## src/rtl/despacho_saida.sv

```systemverilog
// Write-side dispatcher: delivers one register-file word to IO, data memory or the
// file table, handling each sink's handshake and flagging timeouts and illegal codes.
module despacho_saida #(
    parameter int unsigned TIMEOUT = 255,
    parameter int unsigned MEM_LAT = 2
) (
    input  logic        clock,
    input  logic        reset_n,
    input  logic        inicia,
    input  logic [2:0]  OpDestino,
    input  logic [31:0] dado,
    input  logic [31:0] endereco,
    output logic        ocupado,
    output logic        concluido,
    output logic        erro,
    output logic [31:0] io_dado,
    output logic        io_valido,
    input  logic        io_ack,
    output logic        mem_escreve,
    output logic [31:0] mem_endereco,
    output logic [31:0] mem_dado,
    output logic        tab_escreve,
    output logic [31:0] tab_endereco,
    output logic [31:0] tab_dado,
    input  logic        tab_pronto
);

    localparam int unsigned LIM = (TIMEOUT > MEM_LAT) ? TIMEOUT : MEM_LAT;
    localparam int unsigned CW  = $clog2(LIM + 1);
    localparam logic [CW-1:0] ESPERA_MAX = CW'(TIMEOUT - 1);
    localparam logic [CW-1:0] MEM_MAX    = CW'(MEM_LAT - 1);

    typedef enum logic [2:0] {
        OCIOSO, LANCA, IO_ESPERA, MEM_ESCRITA, TAB_ESPERA, FIM
    } estado_t;

    estado_t       estado, estado_prox;
    logic [CW-1:0] cont, cont_prox;
    logic          falha, falha_prox;
    logic [2:0]    op_r;
    logic [31:0]   dado_r, end_r;

    logic ocupado_prox, concluido_prox, erro_prox;
    logic io_valido_prox, mem_escreve_prox, tab_escreve_prox;

    // Transfer payload is captured once at launch; sinks only ever see these copies.
    always_ff @(posedge clock or negedge reset_n) begin
        if (!reset_n) begin
            op_r   <= 3'd0;
            dado_r <= 32'd0;
            end_r  <= 32'd0;
        end else if (estado == OCIOSO && inicia) begin
            op_r   <= OpDestino;
            dado_r <= dado;
            end_r  <= endereco;
        end
    end

    always_ff @(posedge clock or negedge reset_n) begin
        if (!reset_n) begin
            estado      <= OCIOSO;
            cont        <= '0;
            falha       <= 1'b0;
            ocupado     <= 1'b0;
            concluido   <= 1'b0;
            erro        <= 1'b0;
            io_valido   <= 1'b0;
            mem_escreve <= 1'b0;
            tab_escreve <= 1'b0;
        end else begin
            estado      <= estado_prox;
            cont        <= cont_prox;
            falha       <= falha_prox;
            ocupado     <= ocupado_prox;
            concluido   <= concluido_prox;
            erro        <= erro_prox;
            io_valido   <= io_valido_prox;
            mem_escreve <= mem_escreve_prox;
            tab_escreve <= tab_escreve_prox;
        end
    end

    always_comb begin
        estado_prox = estado;
        cont_prox   = cont;
        falha_prox  = falha;
        case (estado)
            OCIOSO: begin
                falha_prox = 1'b0;
                if (inicia) estado_prox = LANCA;
            end
            LANCA: begin
                cont_prox = '0;
                case (op_r)
                    3'd0:    estado_prox = FIM;
                    3'd1:    estado_prox = IO_ESPERA;
                    3'd2:    estado_prox = MEM_ESCRITA;
                    3'd3:    estado_prox = TAB_ESPERA;
                    default: begin
                        estado_prox = FIM;
                        falha_prox  = 1'b1;
                    end
                endcase
            end
            IO_ESPERA: begin
                // An ack on the timeout edge still counts as success.
                if (io_ack) begin
                    estado_prox = FIM;
                end else if (cont == ESPERA_MAX) begin
                    estado_prox = FIM;
                    falha_prox  = 1'b1;
                end else begin
                    cont_prox = cont + CW'(1);
                end
            end
            MEM_ESCRITA: begin
                if (cont == MEM_MAX) estado_prox = FIM;
                else                 cont_prox   = cont + CW'(1);
            end
            TAB_ESPERA: begin
                if (tab_pronto) begin
                    estado_prox = FIM;
                end else if (cont == ESPERA_MAX) begin
                    estado_prox = FIM;
                    falha_prox  = 1'b1;
                end else begin
                    cont_prox = cont + CW'(1);
                end
            end
            FIM: begin
                estado_prox = OCIOSO;
                falha_prox  = 1'b0;
            end
            default: estado_prox = OCIOSO;
        endcase

        // Outputs are registered from the next state so they line up with the state.
        ocupado_prox     = (estado_prox != OCIOSO);
        concluido_prox   = (estado_prox == FIM);
        erro_prox        = (estado_prox == FIM) && falha_prox;
        io_valido_prox   = (estado_prox == IO_ESPERA);
        mem_escreve_prox = (estado_prox == MEM_ESCRITA);
        tab_escreve_prox = (estado_prox == TAB_ESPERA);
    end

    assign io_dado      = dado_r;
    assign mem_endereco = end_r;
    assign mem_dado     = dado_r;
    assign tab_endereco = end_r;
    assign tab_dado     = dado_r;

endmodule

```

## config.mk

```make
export PLATFORM = sky130hd
export DESIGN_NAME = despacho_saida
export DESIGN_NICKNAME = d
export VERILOG_FILES = /design/src/rtl/despacho_saida.sv
export SDC_FILE = /design/constraint.sdc
export NUM_CORES = 1
export LEC_CHECK = 0
export CORE_MARGIN = 2
export CORE_UTILIZATION = 35
export DETAILED_ROUTE_END_ITERATION = 7
export GPL_TIMING_DRIVEN = 1
export PLACE_DENSITY = 0.77
export SKIP_CTS_REPAIR_TIMING = 1
export SYNTH_ARGS = -nofsm -noshare
export SYNTH_HDL_FRONTEND = slang
export SYNTH_SLANG_ARGS = --single-unit
```

## constraint.sdc

```tcl
create_clock -name clock -period 1.65 [get_ports clock]
set_input_delay 0.165 -clock clock [delete_from_list [all_inputs] [get_ports clock]]
set_output_delay 0.165 -clock clock [all_outputs]
set_load 0.05 [all_outputs]
```

After elaboration in Yosys (flattened, before gate mapping)

Cells that the tools add are included.

Register bits: 85
Input bits: 72
Logic and storage cells: 56

Multiplexer cells: 17
$add $sub $neg: 1
Reduce and logical (&&, ||, !) cells: 9
Eq/ne operators: 17

Operators by type and width:

| operator              | number |
|---|---|
| $mux W8               | 4 |
| $pmux W8 S4           | 1 |
| $eq A3 B2 Y1 const B  | 6 |
| $mux W3               | 5 |
| $pmux W3 S5           | 1 |
| $eq A3 B3 Y1 const B  | 4 |
| $pmux W3 S3           | 1 |
| $add A8 B1 Y8 const B | 1 |
| $eq A8 B1 Y1 const B  | 1 |
| $eq A8 B8 Y1 const B  | 1 |
| $eq A3 B1 Y1 const B  | 2 |
| $logic_not A3 Y1      | 2 |
| $ne A2 B2 Y1 const B  | 3 |
| $mux W1               | 4 |
| $pmux W1 S4           | 1 |
| $reduce_and A4 Y1     | 1 |
| $reduce_bool A4 Y1    | 1 |
| $reduce_or A4 Y1      | 1 |
| $reduce_bool A3 Y1    | 1 |
| $logic_and A1 B1 Y1   | 2 |
| $reduce_or A2 Y1      | 1 |

Depth between registers and ports, before layout

Gate-level depths: netlist of run 1.

Depth after elaboration: 6
Gate-level depth with buffers: 8
Depth with buffers taken out: 8

Least setup slack after synthesis of run 1

Ideal clock, no wire load.

Path type: reg2reg
Start point: register cont[0]
End point: register ocupado
Arrival time: 1.625 ns
Buffers on the path: 0
Period minus slack after synthesis: 1.763 ns
Cell stages (with the launch flop): 9
Required time: 1.511 ns
Path slack: -0.113 ns
Cells stage by stage: dfrtp_1 -> inv_1 -> ha_1 -> nand3_1 -> nor2_1 -> o21ai_1 -> o311a_2 -> inv_2 -> or4_1

Word-level cells in the longest chain between the ends: 5

Ends and longest elaborated chain:

| item                       | line     | text |
|---|---|---|
| start: declaration         | 38       | `logic [CW-1:0] cont, cont_prox;` |
| start signal: assignment   | 72       | `cont <= cont_prox;` |
| $eq A8 B8 Y1               | 109, 123 |  |
| $mux W3                    | 109, 123 |  |
| $mux W3 (on tied branches) | 121, 107 |  |
| $pmux W3 S5 (*)            | 87       | `case (estado)` |
| via estado_prox[0]         | 37       | `estado_t estado, estado_prox;` |
| $reduce_bool A3 Y1 (*)     | 138      | `ocupado_prox = (estado_prox != OCIOSO);` |
| via ocupado_prox           | 43       | `logic ocupado_prox, concluido_prox, erro_prox;` |
| end signal: assignment     | 74       | `ocupado <= ocupado_prox;` |
| end: declaration           | 13       | `output logic ocupado,` |

Mark *: on every way through the listed nets, which the timed path passes. The rest lies on a longest branch.
A chain may end at the register's enable or synchronous reset.

Worst setup path in the final report of run 1

Start point: register estado[0]
End point: register cont[5]

Word-level cells in the longest chain between the ends: 3

Ends and longest elaborated chain:

| item                                                                | line | text |
|---|---|---|
| start: declaration                                                  | 37   |  |
| start signal: assignment                                            | 71   | `estado <= estado_prox;` |
| $eq A3 B3 Y1, or another cell as far along                          | 87   |  |
| $reduce_bool A4 Y1 (no source line) or $ne A2 B2 Y1 (tied branches) | -    |  |
| $reduce_and A4 Y1 (no source line)                                  | -    |  |

Parallel ways exist; a longest one is shown, timed or not.

==> results of run 1 <==
==> worst max-delay path: stages (launching register included) <==
cell,delay (ns)
dfrtp_2,0.47
buf_6,0.15
buf_6,0.11
nor4_4,0.32
buf_4,0.19
a21oi_4,0.06
buf_6,0.14
a41o_1,0.22
==> metal layers <==
layer | up-vias | part of all wire [%]
li1 | 1480 | -
met1 | 1560 | 37
met2 | 151 | 53
met3 | 20 | 7.8
met4 | 0 | 1.7
met5 | - | 0
==> metrics by stage <==
stage	setup TNS, ns	utilization, %	cells	hold WS (ns)	worst slack (ns)
after global routing	-5.74	54.2	688	0.288	-0.151
after detailed placement	-4.91	49.2	662	0.0855	-0.155
after floorplan	-0.0537	-	359	-0.131	-0.0537
after CTS	-6.18	51.9	678	-0.270	-0.145
after global placement	-3.61	49.2	662	0.0880	-0.103
final	-1.72	54.2	688	0.285	-0.121
==> how the worst max path moves through the flow <==
stage | to | slack, ns | cells after the start
CTS | ocupado | -0.14 | 7
global placement | ocupado | -0.10 | 7
finish | cont[5] | -0.12 | 7
detailed placement | ocupado | -0.16 | 7
global route | cont[5] | -0.15 | 7
floorplan | ocupado | -0.05 | 8
==> sequential cells by signal, summed over array words and instances (netlist names) <==
signal / count
io_dado: 32
tab_escreve: 1
falha: 1
mem_escreve: 1
io_valido: 1
estado: 3
mem_endereco: 32
cont: 8
op_r: 3
concluido: 1
ocupado: 1
erro: 1
==> cell type report <==
type | instances | share of cell area [%]
repair buffers | 274 | 36.0
clock buffers | 13 | 4.02
inverters | 9 | 0.560
well taps | 147 | 2.84
clock inverters | 3 | 1.04
flip-flops and latches | 85 | 32.9
multi-input cells | 157 | 22.7
==> kinds of logic after synthesis <==
group | after synthesis | synth area share (%)
multiplexers | 69 | 18.1
AO/OA/AOI/OAI | 27 | 4.44
adder cells (fa/ha/maj) | 3 | 0.877
flip-flops | 85 | 49.7
AND/OR/NAND/NOR | 55 | 7.04
buffers and inverters | 117 | 19.3
XOR/XNOR | 3 | 0.614
==> layout by cell type, fill, tap and decap left out, types with 4 or more instances in the layout <==
| cell type | synthesis | final |
|---|---|---|
| a31oi_1 | 4 | 4 |
| mux2_4 | 0 | 8 |
| clkdlybuf4s50_1 | 0 | 70 |
| nand4_1 | 4 | 4 |
| buf_12 | 0 | 4 |
| nand2_1 | 13 | 12 |
| mux2_2 | 62 | 55 |
| dfrtp_1 | 85 | 81 |
| clkbuf_16 | 0 | 11 |
| buf_4 | 98 | 194 |
| o21ai_0 | 5 | 4 |
| nor2_1 | 17 | 14 |
| dfrtp_2 | 0 | 4 |
| inv_1 | 8 | 5 |
==> flow_summary.yaml, run 1 <==
timing:
  fin_ws_ns: -0.121
  max_freq_mhz: 565
  hold_viol: 0
  slew_headroom_pct: 74.2
  setup-violations-final: 66
  slew_violations: 0
  rsz0062_at_grt: "yes"
  tightest_slew_ns: 0.386
  period_minus_slack_ns: 1.77
  finalCritPeriodShare_pct: 107
  clock_skew_ns: 0.00670
detailed_routing:
  num_vias: 3211
  dr.pass1.iters: 4
  ant_nets: 0
  drt_iter0_drc: 105
  finalWirelength_um: 11000
  wl_per_cell_um: 16.0
  drcViolationCount: 0
  vias_per_cell: 4.67
die:
  core_area_mm2: 0.0120
  placementRows: 40
  dieArea_mm2: 0.0131
  initial_core_util_pct: 35.8
  pin_count: 238
  dieHeight_um: 115
  die_x_um: 115
setup_path:
  worstSetupEndpointType: "flip-flop"
  worstReg2RegStart: "estado[0]"
  crit_type: "flip-flop to flip-flop"
  crit_fanout: 7
  start_kind: "flip-flop"
  rr_worst_depth: 7
  critPathArrivalTime_ns: 1.99
  required_ns: 1.87
  crit_path_start: "estado[0]"
  timing.rr.end: "cont[5]"
  regToRegSetupSlack_ns: -0.12
job:
  maxCapViolCount: 0
cts:
  insertion_delay_ns: 0.33
  cts_buffer_depth: 2
  clk_pin_slew_worst_paths_ns: 0.06
  clock_sinks: 85
  htreeDepth: 3
  cts_root_buf: "clkbuf_16"
  cts_buffers: 9
  cts_tree: "built"
global_routing:
  track_usage_pct: 14.8
  met3_usage_pct: 4.61
  grt.busiest_layer: "met2"
  grt_overflow: 0
  grt_antenna_before_repair: 0
  grt_max_degree: 54
  grt_pass1_vias: 3055
  met1_usage_pct: 17.3
  grt_pass1_wl_um: 15300
  grt_use_met2_pct: 25.8
logic_synthesis:
  synth_top_area_share_pct: 49.7
  syn_area_per_cell_um2: 11.9
  synth_common_cells: "buf_4, dfrtp_1, mux2_2, nor2_1, nand2_1"
  ys_seq_area_share_pct: 49.7
  syn-cell-area_mm2: 0.00428
  yosysMostFrequentCell: "buf_4"
  synth_cell_types: 42
  synth.area.top_cells: "dfrtp_1, buf_4, mux2_2"
  syn-num-nets: 434
  syn_inst: 359
  ys_async_sr_fraction_pct: 100
  ys.flop_type: "dfrtp_1"
  synth_seq_cells: 85
  synth_warnings: 0
  synth.largest_area_cell: "dfrtp_1"
  synth_edf_count: 0
placed_design:
  postPlaceCellArea_mm2: 0.00588
  port_buffers: 237
  gp_congestion: 0.845
  dp_hpwl_um: 7890
final_layout:
  ff_latch_area_mm2: 0.00213
  syn2layout_area_growth_pct: 51.4
  diodes: 0
  fillCellCount: 1026
  fin_area_mm2: 0.00648
  drive_above_1_share_pct: 56.9
  multi_input_area_mm2: 0.00147
  nets: 611
hold_path:
  hp-class: "input pin to asynchronous set/reset pin"
run_status:
  violations: "setup timing"
  status: "complete, but fails checks"
Power of run 1 is left out: the tool's default activity adds up to more than one toggle a clock period on the data nets, which glitch-free logic cannot reach.
==> inputs of run 2 (changes only) <==
--- a/config.mk
+++ b/config.mk
@@ -7,6 +7,7 @@
 export LEC_CHECK = 0
 export CORE_MARGIN = 2
 export CORE_UTILIZATION = 35
+export CTS_CLUSTER_SIZE = 30
 export DETAILED_ROUTE_END_ITERATION = 7
 export GPL_TIMING_DRIVEN = 1
 export PLACE_DENSITY = 0.77
==> results of run 2 <==
Same layout as run 1: the final DEF is identical, and so are final timing and power.
Power of run 2 is left out for the same reason.
